===== src/rtl/conv_feed_ctrl.sv =====
// conv_feed_ctrl: operand feeder and sequencer for a 2x2 systolic array.
// Stores a 4x4 image and a 3x3 filter. On start it clears the array and
// streams 9 operand pairs, one per cycle. It then captures the four
// results of the 2x2 valid convolution.
// Ports:
//   clk, reset           - clock and async active-high reset
//   wr_en/wr_sel/wr_addr - storage write: sel 0 = image (0..15), sel 1 = filter (0..8)
//   wr_data              - word to store
//   start                - begin a pass (ignored while busy)
//   A_out_*/B_out_*      - per-lane operands to the array
//   sa_clear             - array accumulator clear
//   C_in_*               - array results
//   res_*                - captured results
//   busy, done           - pass in progress / one-cycle completion pulse
module conv_feed_ctrl #(
    parameter int DATA_W = 8
) (
    input  logic              clk,
    input  logic              reset,
    input  logic              wr_en,
    input  logic              wr_sel,
    input  logic [3:0]        wr_addr,
    input  logic [DATA_W-1:0] wr_data,
    input  logic              start,
    output logic [DATA_W-1:0] A_out_11,
    output logic [DATA_W-1:0] A_out_12,
    output logic [DATA_W-1:0] A_out_21,
    output logic [DATA_W-1:0] A_out_22,
    output logic [DATA_W-1:0] B_out_11,
    output logic [DATA_W-1:0] B_out_12,
    output logic [DATA_W-1:0] B_out_21,
    output logic [DATA_W-1:0] B_out_22,
    output logic              sa_clear,
    input  logic [DATA_W-1:0] C_in_11,
    input  logic [DATA_W-1:0] C_in_12,
    input  logic [DATA_W-1:0] C_in_21,
    input  logic [DATA_W-1:0] C_in_22,
    output logic [DATA_W-1:0] res_11,
    output logic [DATA_W-1:0] res_12,
    output logic [DATA_W-1:0] res_21,
    output logic [DATA_W-1:0] res_22,
    output logic              busy,
    output logic              done
);

    typedef enum logic [2:0] {
        IDLE, CLEAR, FEED, DRAIN, DONE
    } state_t;

    state_t            state, state_nx;
    logic [3:0]        k, k_nx;
    logic [DATA_W-1:0] img [16];
    logic [DATA_W-1:0] ker [9];

    logic [DATA_W-1:0] a11_nx, a12_nx, a21_nx, a22_nx, b_nx;
    logic              clr_nx, busy_nx, done_nx;
    logic [3:0]        base;

    // Image index of the top-left lane's pixel for feed step k
    // (row k/3, column k%3 of the 4-wide image).
    function automatic logic [3:0] win_base(input logic [3:0] kk);
        logic [3:0] b;
        unique case (kk)
            4'd0:    b = 4'd0;
            4'd1:    b = 4'd1;
            4'd2:    b = 4'd2;
            4'd3:    b = 4'd4;
            4'd4:    b = 4'd5;
            4'd5:    b = 4'd6;
            4'd6:    b = 4'd8;
            4'd7:    b = 4'd9;
            4'd8:    b = 4'd10;
            default: b = 4'd0;
        endcase
        return b;
    endfunction

    // State register
    always_ff @(posedge clk or posedge reset) begin
        if (reset) begin
            state <= IDLE;
            k     <= 4'd0;
        end else begin
            state <= state_nx;
            k     <= k_nx;
        end
    end

    // Next-state logic
    always_comb begin
        state_nx = state;
        k_nx     = 4'd0;
        unique case (state)
            IDLE:  if (start) state_nx = CLEAR;
            CLEAR: state_nx = FEED;
            FEED: begin
                if (k == 4'd8) begin
                    state_nx = DRAIN;
                end else begin
                    k_nx = k + 4'd1;
                end
            end
            DRAIN: state_nx = DONE;
            DONE:  state_nx = IDLE;
            default: state_nx = IDLE;
        endcase
    end

    // Output logic: computed from the upcoming state so every output
    // is a plain register.
    always_comb begin
        a11_nx  = '0;
        a12_nx  = '0;
        a21_nx  = '0;
        a22_nx  = '0;
        b_nx    = '0;
        clr_nx  = (state_nx == CLEAR);
        busy_nx = (state_nx != IDLE);
        done_nx = (state_nx == DONE);
        base    = win_base(k_nx);
        if (state_nx == FEED) begin
            a11_nx = img[base];
            a12_nx = img[base + 4'd1];
            a21_nx = img[base + 4'd4];
            a22_nx = img[base + 4'd5];
            b_nx   = ker[k_nx];
        end
    end

    always_ff @(posedge clk or posedge reset) begin
        if (reset) begin
            A_out_11 <= '0;
            A_out_12 <= '0;
            A_out_21 <= '0;
            A_out_22 <= '0;
            B_out_11 <= '0;
            B_out_12 <= '0;
            B_out_21 <= '0;
            B_out_22 <= '0;
            sa_clear <= 1'b0;
            busy     <= 1'b0;
            done     <= 1'b0;
        end else begin
            A_out_11 <= a11_nx;
            A_out_12 <= a12_nx;
            A_out_21 <= a21_nx;
            A_out_22 <= a22_nx;
            B_out_11 <= b_nx;
            B_out_12 <= b_nx;
            B_out_21 <= b_nx;
            B_out_22 <= b_nx;
            sa_clear <= clr_nx;
            busy     <= busy_nx;
            done     <= done_nx;
        end
    end

    // Storage; writable only while idle.
    always_ff @(posedge clk or posedge reset) begin
        if (reset) begin
            for (int i = 0; i < 16; i++) img[i] <= '0;
            for (int i = 0; i < 9; i++)  ker[i] <= '0;
        end else if (wr_en && state == IDLE) begin
            if (!wr_sel) begin
                img[wr_addr] <= wr_data;
            end else if (wr_addr <= 4'd8) begin
                ker[wr_addr] <= wr_data;
            end
        end
    end

    // The array holds its final sums while operands are zero in DRAIN.
    always_ff @(posedge clk or posedge reset) begin
        if (reset) begin
            res_11 <= '0;
            res_12 <= '0;
            res_21 <= '0;
            res_22 <= '0;
        end else if (state == DRAIN) begin
            res_11 <= C_in_11;
            res_12 <= C_in_12;
            res_21 <= C_in_21;
            res_22 <= C_in_22;
        end
    end

endmodule

===== config.mk =====
export PLATFORM = sky130hd
export DESIGN_NAME = conv_feed_ctrl
export DESIGN_NICKNAME = d
export VERILOG_FILES = /design/src/rtl/conv_feed_ctrl.sv
export SDC_FILE = /design/constraint.sdc
export NUM_CORES = 1
export LEC_CHECK = 0
export BUFFER_PORTS_ARGS = -buffer_cell sky130_fd_sc_hd__buf_2
export CAP_MARGIN = 25
export CORE_UTILIZATION = 39
export DETAILED_ROUTE_END_ITERATION = 12
export PLACE_DENSITY = 0.62
export SLEW_MARGIN = 20
export SYNTH_ARGS = -nofsm -noshare
export SYNTH_HDL_FRONTEND = slang
export SYNTH_SLANG_ARGS = --single-unit

===== constraint.sdc =====
create_clock -name clk -period 13.2 [get_ports clk]
set_input_delay 2.64 -clock clk [delete_from_list [all_inputs] [get_ports clk]]
set_output_delay 2.64 -clock clk [all_outputs]
set_load 0.02 [all_outputs]

==> results of run 1 <==
[worst paths after layout]
| path | start | end | cells after the start |
|---|---|---|---|
| min in group asynchronous | reset | ker[3] | 2 |
| hold reg to reg | res_11[4] | res_11[4] | 2 |
| setup reg to reg | k[0] | A_out_22[1] | 14 |
| hold / removal | res_11[4] | res_11[4] | 2 |
| max in group asynchronous | reset | img[49] | 4 |
| setup / recovery | k[0] | A_out_22[1] | 14 |
[sequential cells by signal (all words and copies together), names as in the netlist]
| name | flops |
|---|---|
| res_22 | 8 |
| res_12 | 8 |
| B_out_22 | 8 |
| A_out_12 | 8 |
| ker | 72 |
| img | 128 |
| res_11 | 8 |
| state | 3 |
| res_21 | 8 |
| A_out_11 | 8 |
| sa_clear | 1 |
| k | 4 |
| A_out_21 | 8 |
| A_out_22 | 8 |
| busy | 1 |
| done | 1 |
[metal layers]
| metal | wire length [um] | share of wire | GRT usage | up-vias |
|---|---|---|---|---|
| li1 | - | - | - | 4187 |
| met1 | 17500 | 0.47 | 0.319 | 4776 |
| met2 | 15700 | 0.42 | 0.300 | 369 |
| met3 | 3020 | 0.081 | 0.0533 | 49 |
| met4 | 858 | 0.023 | 0.0592 | 4 |
| met5 | 21 | 0.00057 | 0 | - |
[cells in the final DEF, fill, tap and decap left out, types with 8 or more instances in the layout]
cell type  synthesis  layout
nand2_1          128     128
o221ai_1           8       8
clkbuf_8           0       8
nand3_1            8       8
buf_2             10     147
o21ai_0           17      17
dfrtp_1          282     282
mux4_1            10      10
mux2i_1           32      32
a21boi_0          16      16
and3_1            16      16
o221a_2           16      16
a22oi_1            8       8
nor4_1             8       8
mux4_2            22      22
a211oi_1          48      48
mux2_2           201     201
buf_4             25      19
nor2_1            28      28
nor3_1            20      20
o22ai_1           25      25
a31oi_1            8       8
a21oi_1            9       9
clkbuf_16          0      31
[power groups by stage]
| stage | Combinational [mW] | Clock (mW) | Sequential (mW) |
|---|---|---|---|
| after CTS | 1.54 | 0.912 | 1.37 |
| after global placement | 1.52 | 0 | 1.37 |
| after global routing | 1.67 | 0.949 | 1.41 |
| final | 1.55 | 0.892 | 1.37 |
| after floorplan | 1.04 | 0 | 1.43 |
| after detailed placement | 1.54 | 0 | 1.37 |
[logic make-up after synthesis]
group                      count (synthesis)  share of synthesized area
adders and majority gates                  3                    0.00277
AOI/OAI and AO/OA                        172                     0.0967
and+or+nand+nor                          239                     0.0850
muxes                                    265                      0.247
DFF                                      282                      0.521
buffers and inverters                    104                     0.0389
xor gates and xnor gates                   8                    0.00850
[through the flow]
| step | power, mW | worst slack, ps | cells | instance area, um2 | hold WS, ps |
|---|---|---|---|---|---|
| final | 3.81 | 8290 | 1654 | 15700 | 472 |
| after global routing | 4.03 | 8000 | 1654 | 15700 | 500 |
| after CTS | 3.82 | 8380 | 1651 | 15600 | 475 |
| after detailed placement | 2.91 | 8390 | 1594 | 14500 | 458 |
| after global placement | 2.89 | 8440 | 1592 | 14500 | 454 |
| after floorplan | 2.48 | 2780 | 1073 | 13500 | 472 |
[layout make-up]
type,instances,share of cell area
clock inverters,17,0.0116
flip-flops and latches,282,0.451
multi-input cells,687,0.382
repair buffers,169,0.0601
inverters,11,0.00312
well taps,448,0.0358
clock buffers,40,0.0568
[tightest hold or removal path, stage by stage (launching register included)]
cell	delay [ps]
dfrtp_1	340
nand2_1	50
nand2_1	50
==> run_results.csv, run 1 <==
group,metric,value,unit
place,gp_congestion,0.872,
clocking,worstSkewPairLatency,570,ps
worst_setup_path,worstPathCellList,"inv_1 -> ha_1 -> nand4bb_4 -> inv_1 -> nor2_1 -> a32oi_2 -> buf_4 -> and2_1 -> inv_2 -> ha_1 -> buf_4 -> mux4_2 -> mux2i_1 -> o22ai_1",
timing,fin_setup_tns,0,ps
worst_setup_path,worstPathMaxFanout,33,
floorplanning,initial_core_util,0.400,
logic_synthesis,ys_top_cells_by_count,"282 x dfrtp_1, 201 x mux2_2, 128 x nand2_1",
logic_synthesis,synth_flop_cell,"dfrtp_1",
final_layout,final_util,0.462,
clocking,cts_hold_buf,0,
logic_synthesis,ys_seq_area_frac,0.521,
power,pwr-share-comb,0.407,
timing,fin_crit,4910,ps
routing,vias,9385,
logic_synthesis,yosysUniqueCellTypes,63,
power,p_clk_frac,0.234,
worst_setup_path,crit_slowest_cell,"ha_1",
timing,hold_viol,0,
global_routing,grtUsageTotal,0.212,
min_path,hp-class,"flip-flop to flip-flop",
final_layout,layout-drive-gt1-share,0.409,
power,irDropWorstVdd,0.114,mV
power,power.net_switching,1.48,mW
logic_synthesis,netlist.area_leader.share,0.521,
run,cap_violations,0,
outcome,status,"complete, no violations",
routing,ant_nets,0,
timing,setup_viol,0,
worst_setup_path,criticalPathCategory,"flip-flop to flip-flop",
final_layout,area_growth,15.6,%
power,cellPowerDensity,244,mW/mm2
timing,rsz0062_at_grt,"false",
routing,viasPerCell,5.67,
power,pwr-share-seq,0.359,
routing,drt_pass1_iterations,5,
logic_synthesis,synth_nets,1125,
floorplanning,fp.dieW,188,um
floorplanning,die_h,188,um
power,power.leakage,7.41,nW
floorplanning,num_rows,67,
timing,relSlewSlack,0.306,
global_routing,grt_pass1_wl,58300,um
logic_synthesis,synth-edff-count,0,
timing,tightest_slew,1040,ps
worst_setup_path,reg2reg_slack,8290,ps
logic_synthesis,synthesis.area,0.0135,mm2
timing,max_freq,204,MHz
logic_synthesis,synthArstFlopShare,1.00,
final_layout,diodes,0,
worst_setup_path,cpPeakStageDelay,610,ps
logic_synthesis,yosys.cell_count.top_type,"dfrtp_1",
clocking,cts_buffers,31,
global_routing,first_global_vias,9366,
floorplanning,core,0.0339,mm2
final_layout,register_area,0.00706,mm2
final_layout,nets,1234,
routing,first_iter_violations,662,
logic_synthesis,yosys_warnings,0,
power,internal_power,2.34,mW
logic_synthesis,synthTopCellsByArea,"dfrtp_1 52%, mux2_2 17%, mux4_2 3.7%",
global_routing,antenna_found_initial,2,
logic_synthesis,synthCells,1073,
worst_setup_path,crit_path_start_kind,"flip-flop",
worst_setup_path,cp-end-kind,"flip-flop",
floorplanning,io_pins,148,
routing,routed_wl,37100,um
clocking,clkSinkCount,282,
clocking,cts_buffer_depth,3,
timing,fin_skew,22.3,ps
logic_synthesis,synth_top_area_cell,"dfrtp_1",
clocking,cts.clk_slew.worst_paths,60,ps
clocking,htreeDepth,1,
clocking,cts_post_setup_buffers_inserted,0,
global_routing,grt_remaining_overflow,0,
floorplanning,die-area,0.0355,mm2
routing,drc,0,
power,netSwitchingFraction,0.387,
worst_setup_path,cp.required,13630,ps
clocking,cts_tree,"built",
worst_setup_path,crit_family,"buffers and inverters",
worst_setup_path,cp.arrival,5340,ps
clocking,cts_resized,0,
logic_synthesis,synth_area_per_cell,12.6,um2
worst_setup_path,worst-path-buf-inv,5,
final_layout,fillers,3085,
clocking,cts_root_buffer,"clkbuf_16",
routing,wl_per_cell,22.4,um
place,io_buffers,147,
timing,min_period_over_period,0.372,
place,dp_hpwl,25100,um
global_routing,grt_max_degree,128,
logic_synthesis,ys_seq_elements,282,
final_layout,multiInputGateArea,0.00598,mm2
timing,finalMaxSlewViolations,0,
No activity file was read; power rests on OpenSTA's default activity.
==> inputs of run 2 (changes only) <==
--- a/config.mk
+++ b/config.mk
@@ -9,7 +9,7 @@
 export CAP_MARGIN = 25
 export CORE_UTILIZATION = 39
 export DETAILED_ROUTE_END_ITERATION = 12
-export PLACE_DENSITY = 0.62
+export PLACE_DENSITY = 0.64
 export SLEW_MARGIN = 20
 export SYNTH_ARGS = -nofsm -noshare
 export SYNTH_HDL_FRONTEND = slang
==> constraint.sdc (replaced) <==
create_clock -name clk -period 4.1 [get_ports clk]
set_input_delay 0.82 -clock clk [delete_from_list [all_inputs] [get_ports clk]]
set_output_delay 0.82 -clock clk [all_outputs]
set_load 0.02 [all_outputs]
==> run 2 against run 1 <==
  * Clock skew grew 3.4 ps
  * Sequential cell count unchanged
  * Worst setup slack got worse by 7900 ps
  * Sequential share of layout area grew 0.26 points
  * Wire length shrank 1.5%
  * Critical path depth shrank 3
  * Critical path type unchanged
==> run_results.csv, run 2 (synthesized netlist as in run 1, its figures left out) <==
group,metric,value,unit
min_path,hp-class,"primary input to asynchronous set/reset pin",
final_layout,final_cell_mix,"282 x dfrtp_1, 201 x mux2_2, 147 x buf_2, 128 x nand2_1, 48 x a211oi_1",
global_routing,grt_max_degree,104,
floorplanning,fp.dieW,188,um
routing,maxUsedRoutingLayer,"met4",
floorplanning,io_pins,148,
floorplanning,core,0.0339,mm2
routing,wl_per_cell,22.1,um
clocking,worstSkewPairLatency,560,ps
global_routing,grt_pass1_wl,57200,um
final_layout,final-instance-count-excl-fill,1651,
clocking,cts_post_setup_buffers_inserted,0,
place,gp_congestion,0.864,
final_layout,fillers,3108,
worst_setup_path,cp-end-kind,"flip-flop",
routing,vias,9417,
place,dp.cells,1596,
final_layout,stdcell_area,0.0156,mm2
timing,hold_viol,0,
clocking,cts_resized,0,
clocking,cts_hold_buf,0,
clocking,cts_root_buffer,"clkbuf_16",
floorplanning,initial_core_util,0.400,
routing,wl_met3,2310,um
timing,min_period_over_period,0.912,
routing,drc,0,
routing,drt_pass1_iterations,5,
final_layout,register_area,0.00706,mm2
routing,viasPerCell,5.70,
floorplanning,die_h,188,um
final_layout,largestRegisters,"img x128, ker x72",
run,cap_violations,0,
timing,fin_crit,3740,ps
clocking,cts_tree,"built",
floorplanning,die-area,0.0355,mm2
routing,drt-met1-wl,16200,um
timing,tightest_slew,1010,ps
final_layout,area_growth,15.0,%
power,irDropWorstVdd,0.448,mV
final_layout,nets,1232,
worst_setup_path,cp.arrival,4150,ps
worst_setup_path,criticalPathCategory,"flip-flop to flip-flop",
routing,wl_met2,16900,um
timing,rsz0062_at_grt,"false",
timing,fin_hold_ws,186,ps
timing,setup_viol,0,
worst_setup_path,cp.required,4510,ps
worst_setup_path,worstPathMaxFanout,32,
routing,first_iter_violations,645,
clocking,cts_buffer_depth,3,
outcome,status,"complete, no violations",
worst_setup_path,crit_path_start_kind,"flip-flop",
global_routing,first_global_vias,9510,
global_routing,antenna_found_initial,1,
final_layout,multiInputGateArea,0.00597,mm2
power,cellPowerDensity,784,mW/mm2
worst_setup_path,reg2reg_slack,360,ps
final_layout,regMostFlops,"img",
timing,fin_skew,25.6,ps
place,io_buffers,147,
clocking,clkSinkCount,282,
timing,max_freq,267,MHz
global_routing,grtUsageTotal,0.207,
clocking,htreeDepth,1,
final_layout,final_common_cell,"dfrtp_1",
global_routing,grt_remaining_overflow,0,
final_layout,final_util,0.460,
place,postPlaceCellArea,0.0146,mm2
timing,finalMaxSlewViolations,0,
routing,routed_wl,36500,um
final_layout,largest_reg_flops,128,
place,dp_hpwl,24100,um
floorplanning,num_rows,67,
timing,relSlewSlack,0.325,
clocking,cts.clk_slew.worst_paths,60,ps
routing,ant_nets,0,
power,power.leakage,7.37,nW
final_layout,layout-drive-gt1-share,0.401,
clocking,cts_buffers,30,
run 2: cell count changes in the layout (fill, tap and decap cells not counted), moves of 2 or more:
cell,change
buf_12,+2
diode_2,+2
clkinv_2,-3
clkbuf_8,+3
clkbuf_1,+6
bufinv_16,-2
clkinvlp_4,-6
run 2: per-layer routing:
| metal | track usage | vias to the layer above |
|---|---|---|
| li1 | - | 4165 |
| met1 | 0.293 | 4854 |
| met2 | 0.325 | 343 |
| met3 | 0.0335 | 55 |
| met4 | 0.0664 | 0 |
| met5 | 0 | - |
run 2: where the power goes:
part / leakage, nW / internal [mW] / switching (mW)
Clock: 0.495 / 1.63 / 1.09
Combinational: 3.13 / 2.12 / 2.97
Sequential: 3.75 / 3.73 / 0.668
Total: 7.37 / 7.47 / 4.73
run 2: path summary, 6_finish.rpt:
check                            from          end  cells past startpoint
hold / removal                  reset  B_out_22[0]                      2
max in group asynchronous       reset  A_out_21[3]                      3
min in group clk           C_in_21[3]    res_21[3]                      3
hold reg to reg             res_12[4]    res_12[4]                      2
setup / recovery                 k[0]  A_out_22[2]                     11
setup reg to reg                 k[0]  A_out_22[2]                     11
run 2: final cells by class:
class | instances | area share
sequential | 282 | 0.453
inverter | 11 | 0.00289
clock buffer | 49 | 0.0613
tap | 448 | 0.0360
timing repair buffer | 168 | 0.0598
antenna | 2 | 0.000322
clock inverter | 4 | 0.00289
multi-input combinational | 687 | 0.383
run 2: metrics by stage:
step / TNS (ps) / power, mW / setup WS, ps
after global placement: 0 / 9.36 / 548
final: 0 / 12.2 / 360
after global routing: 0 / 12.9 / 160
after floorplan: -128390 / 7.97 / -455
after CTS: 0 / 12.2 / 412
after detailed placement: 0 / 9.44 / 474
run 2: worst max-delay path: stages, from the launching register on:
cell and delay [ps]:
dfrtp_1 500, ha_1 320, xnor2_1 620, nor2_1 180, a32oi_2 280, and2_1 200
inv_2 50, ha_1 260, buf_4 430, mux4_1 420, a22oi_1 220, o22ai_1 100
==> inputs of run 3 (changes only) <==
--- a/config.mk
+++ b/config.mk
@@ -10,7 +10,6 @@
 export CORE_UTILIZATION = 39
 export DETAILED_ROUTE_END_ITERATION = 12
 export PLACE_DENSITY = 0.64
-export SLEW_MARGIN = 20
 export SYNTH_ARGS = -nofsm -noshare
 export SYNTH_HDL_FRONTEND = slang
 export SYNTH_SLANG_ARGS = --single-unit
==> constraint.sdc (replaced) <==
create_clock -name clk -period 3 [get_ports clk]
set_input_delay 0.45 -clock clk [delete_from_list [all_inputs] [get_ports clk]]
set_output_delay 0.45 -clock clk [all_outputs]
set_load 0.02 [all_outputs]
==> run 3 against run 2 <==
  * Maximum frequency is 29% higher
  * Sequential power is 36% higher
  * Sequential share of layout area is 2.4 points lower
  * Die area stayed put
  * Via count is 3.6% higher
  * Core utilization is 2.5 points higher
  * Critical path depth stayed put
  * Sequential cell count stayed put
  * Worst hold slack worse by 95 ps
  * Clock power is 56% higher
  * Wire length is 2.9% higher
  * Critical path type unchanged
==> run_results.csv, run 3 (synthesized netlist as in run 1, its figures left out) <==
group,metric,value,unit
outcome,status,"complete, no violations",
final_layout,layout-drive-gt1-share,0.443,
power,pwr-share-comb,0.428,
global_routing,grt_max_degree,82,
min_path,hp-class,"primary input to asynchronous set/reset pin",
routing,wl_per_cell,21.9,um
timing,relSlewSlack,0.450,
power,irDropWorstVdd,0.515,mV
routing,routed_wl,37600,um
floorplanning,die-area,0.0355,mm2
routing,viasPerCell,5.68,
final_layout,nets,1297,
floorplanning,io_pins,148,
clocking,cts_buffers,34,
power,p_total,17.8,mW
worst_setup_path,cp.arrival,3290,ps
final_layout,largestRegisters,"img x128, ker x72",
floorplanning,initial_core_util,0.400,
final_layout,area_growth,21.3,%
global_routing,antenna_found_initial,2,
final_layout,final_common_cell,"dfrtp_1",
timing,min_period_over_period,0.968,
timing,fin_skew,26.0,ps
timing,rsz0062_at_grt,"false",
final_layout,fillers,3018,
clocking,cts_buffer_depth,3,
power,p_clk_frac,0.237,
power,power.net_switching,6.78,mW
place,postPlaceCellArea,0.0151,mm2
place,dp_hpwl,25000,um
routing,vias,9755,
clocking,htreeDepth,2,
power,netSwitchingFraction,0.380,
worst_setup_path,r2r_start,"k[1]",
run,cap_violations,0,
timing,fin_hold_ws,91.4,ps
worst_setup_path,cp.required,3390,ps
timing,hold_viol,0,
worst_setup_path,worstSetupStartpoint,"k[1]",
clocking,worstSkewPairLatency,520,ps
power,power.leakage,7.80,nW
place,gp_congestion,0.900,
floorplanning,die_h,188,um
place,io_buffers,147,
final_layout,register_area,0.00706,mm2
global_routing,grt_pass1_wl,58400,um
floorplanning,fp.dieW,188,um
place,pre_cts_slack,-63.8,ps
clocking,clkSinkCount,282,
clocking,cts_hold_buf,0,
timing,fin_crit,2900,ps
timing,worst_slack,95.8,ps
clocking,cts_tree,"built",
clocking,cts_root_buffer,"clkbuf_16",
worst_setup_path,criticalPathCategory,"flip-flop to flip-flop",
timing,max_freq,344,MHz
final_layout,final_cell_mix,"281 x dfrtp_1, 200 x mux2_2, 147 x buf_2, 128 x nand2_1, 69 x buf_4",
global_routing,grtUsageTotal,0.213,
global_routing,grt_remaining_overflow,0,
floorplanning,num_rows,67,
routing,drt_pass1_iterations,8,
routing,ant_nets,0,
worst_setup_path,crit_path_start_kind,"flip-flop",
routing,drc,0,
worst_setup_path,cp-end-kind,"flip-flop",
routing,first_iter_violations,645,
final_layout,largest_reg_flops,128,
global_routing,first_global_vias,9702,
power,cellPowerDensity,1090,mW/mm2
power,internal_power,11.1,mW
timing,setup_viol,0,
timing,tightest_slew,824,ps
worst_setup_path,worstPathMaxFanout,21,
clocking,cts.clk_slew.worst_paths,60,ps
final_layout,final_util,0.485,
floorplanning,core,0.0339,mm2
final_layout,stdcell_area,0.0164,mm2
final_layout,multiInputGateArea,0.00609,mm2
final_layout,regMostFlops,"img",
power,pwr-share-seq,0.335,
timing,finalMaxSlewViolations,0,
-- run 3: changes by cell type in the layout (fill, tap and decap cells not counted), moves of 3 or more --
cell | before | now
buf_12 | 3 | 9
inv_6 | 0 | 3
xnor2_4 | 0 | 3
ha_1 | 3 | 0
clkbuf_16 | 31 | 36
clkbuf_8 | 11 | 7
buf_4 | 18 | 69
ha_4 | 0 | 3
-- run 3: repair_timing --
item | CTS | global route
hold endpoints to repair | 0 | 0
pin swaps | 1 | 2
setup endpoints to repair | 13 | 20
buffers inserted | 2 | 4
gates cloned | 0 | 2
resized for setup | 2 | 8
-- run 3: metrics by stage --
step / TNS, ps / std cells
after floorplan: -334280 / 1073
after global placement: -103 / 1648
after detailed placement: -179 / 1649
after CTS: 0 / 1710
after global routing: 0 / 1717
final: 0 / 1718
-- run 3: power groups by stage --
stage | sequential, mW | clock (mW) | combinational [mW]
final | 5.97 | 4.23 | 7.64
after global routing | 6.13 | 4.47 | 8.13
after CTS | 5.95 | 4.33 | 7.41
after detailed placement | 5.99 | 0 | 7.36
after global placement | 5.96 | 0 | 7.26
after floorplan | 6.30 | 0 | 4.79
-- run 3: path summary, 6_finish.rpt --
kind	endpoint	slack, ps	cells past startpoint
min in group clk	res_12[0]	120	3
setup reg to reg	A_out_12[7]	100	11
hold / removal	ker[29]	90	2
setup / recovery	A_out_12[7]	100	11
max in group asynchronous	res_12[5]	2010	3
hold reg to reg	res_21[6]	470	2
-- run 3: worst max-delay path: stages, from the launching register on --
cell	delay (ps)
dfrtp_1	400
inv_1	90
ha_4	300
xor3_1	260
or2_4	250
a211oi_4	200
buf_6	190
ha_4	230
buf_12	160
mux4_2	380
mux2i_1	200
o22ai_1	110
-- run 3: cell type report --
| class | instances | share of cell area |
|---|---|---|
| Antenna cell | 2 | 0.000305 |
| Clock buffer | 48 | 0.0606 |
| Tap cell | 448 | 0.0341 |
| Sequential cell | 282 | 0.430 |
| Multi-Input combinational cell | 688 | 0.371 |
| Timing Repair Buffer | 228 | 0.0912 |
| Inverter | 11 | 0.00350 |
| Clock inverter | 11 | 0.0101 |
-- run 3: metal layers --
| layer | up-vias | global-route usage | part of all wire |
|---|---|---|---|
| li1 | 4310 | - | - |
| met1 | 4872 | 0.307 | 0.45 |
| met4 | 0 | 0.0689 | 0.028 |
| met5 | - | 0 | 0 |
| met3 | 85 | 0.0389 | 0.075 |
| met2 | 488 | 0.322 | 0.45 |
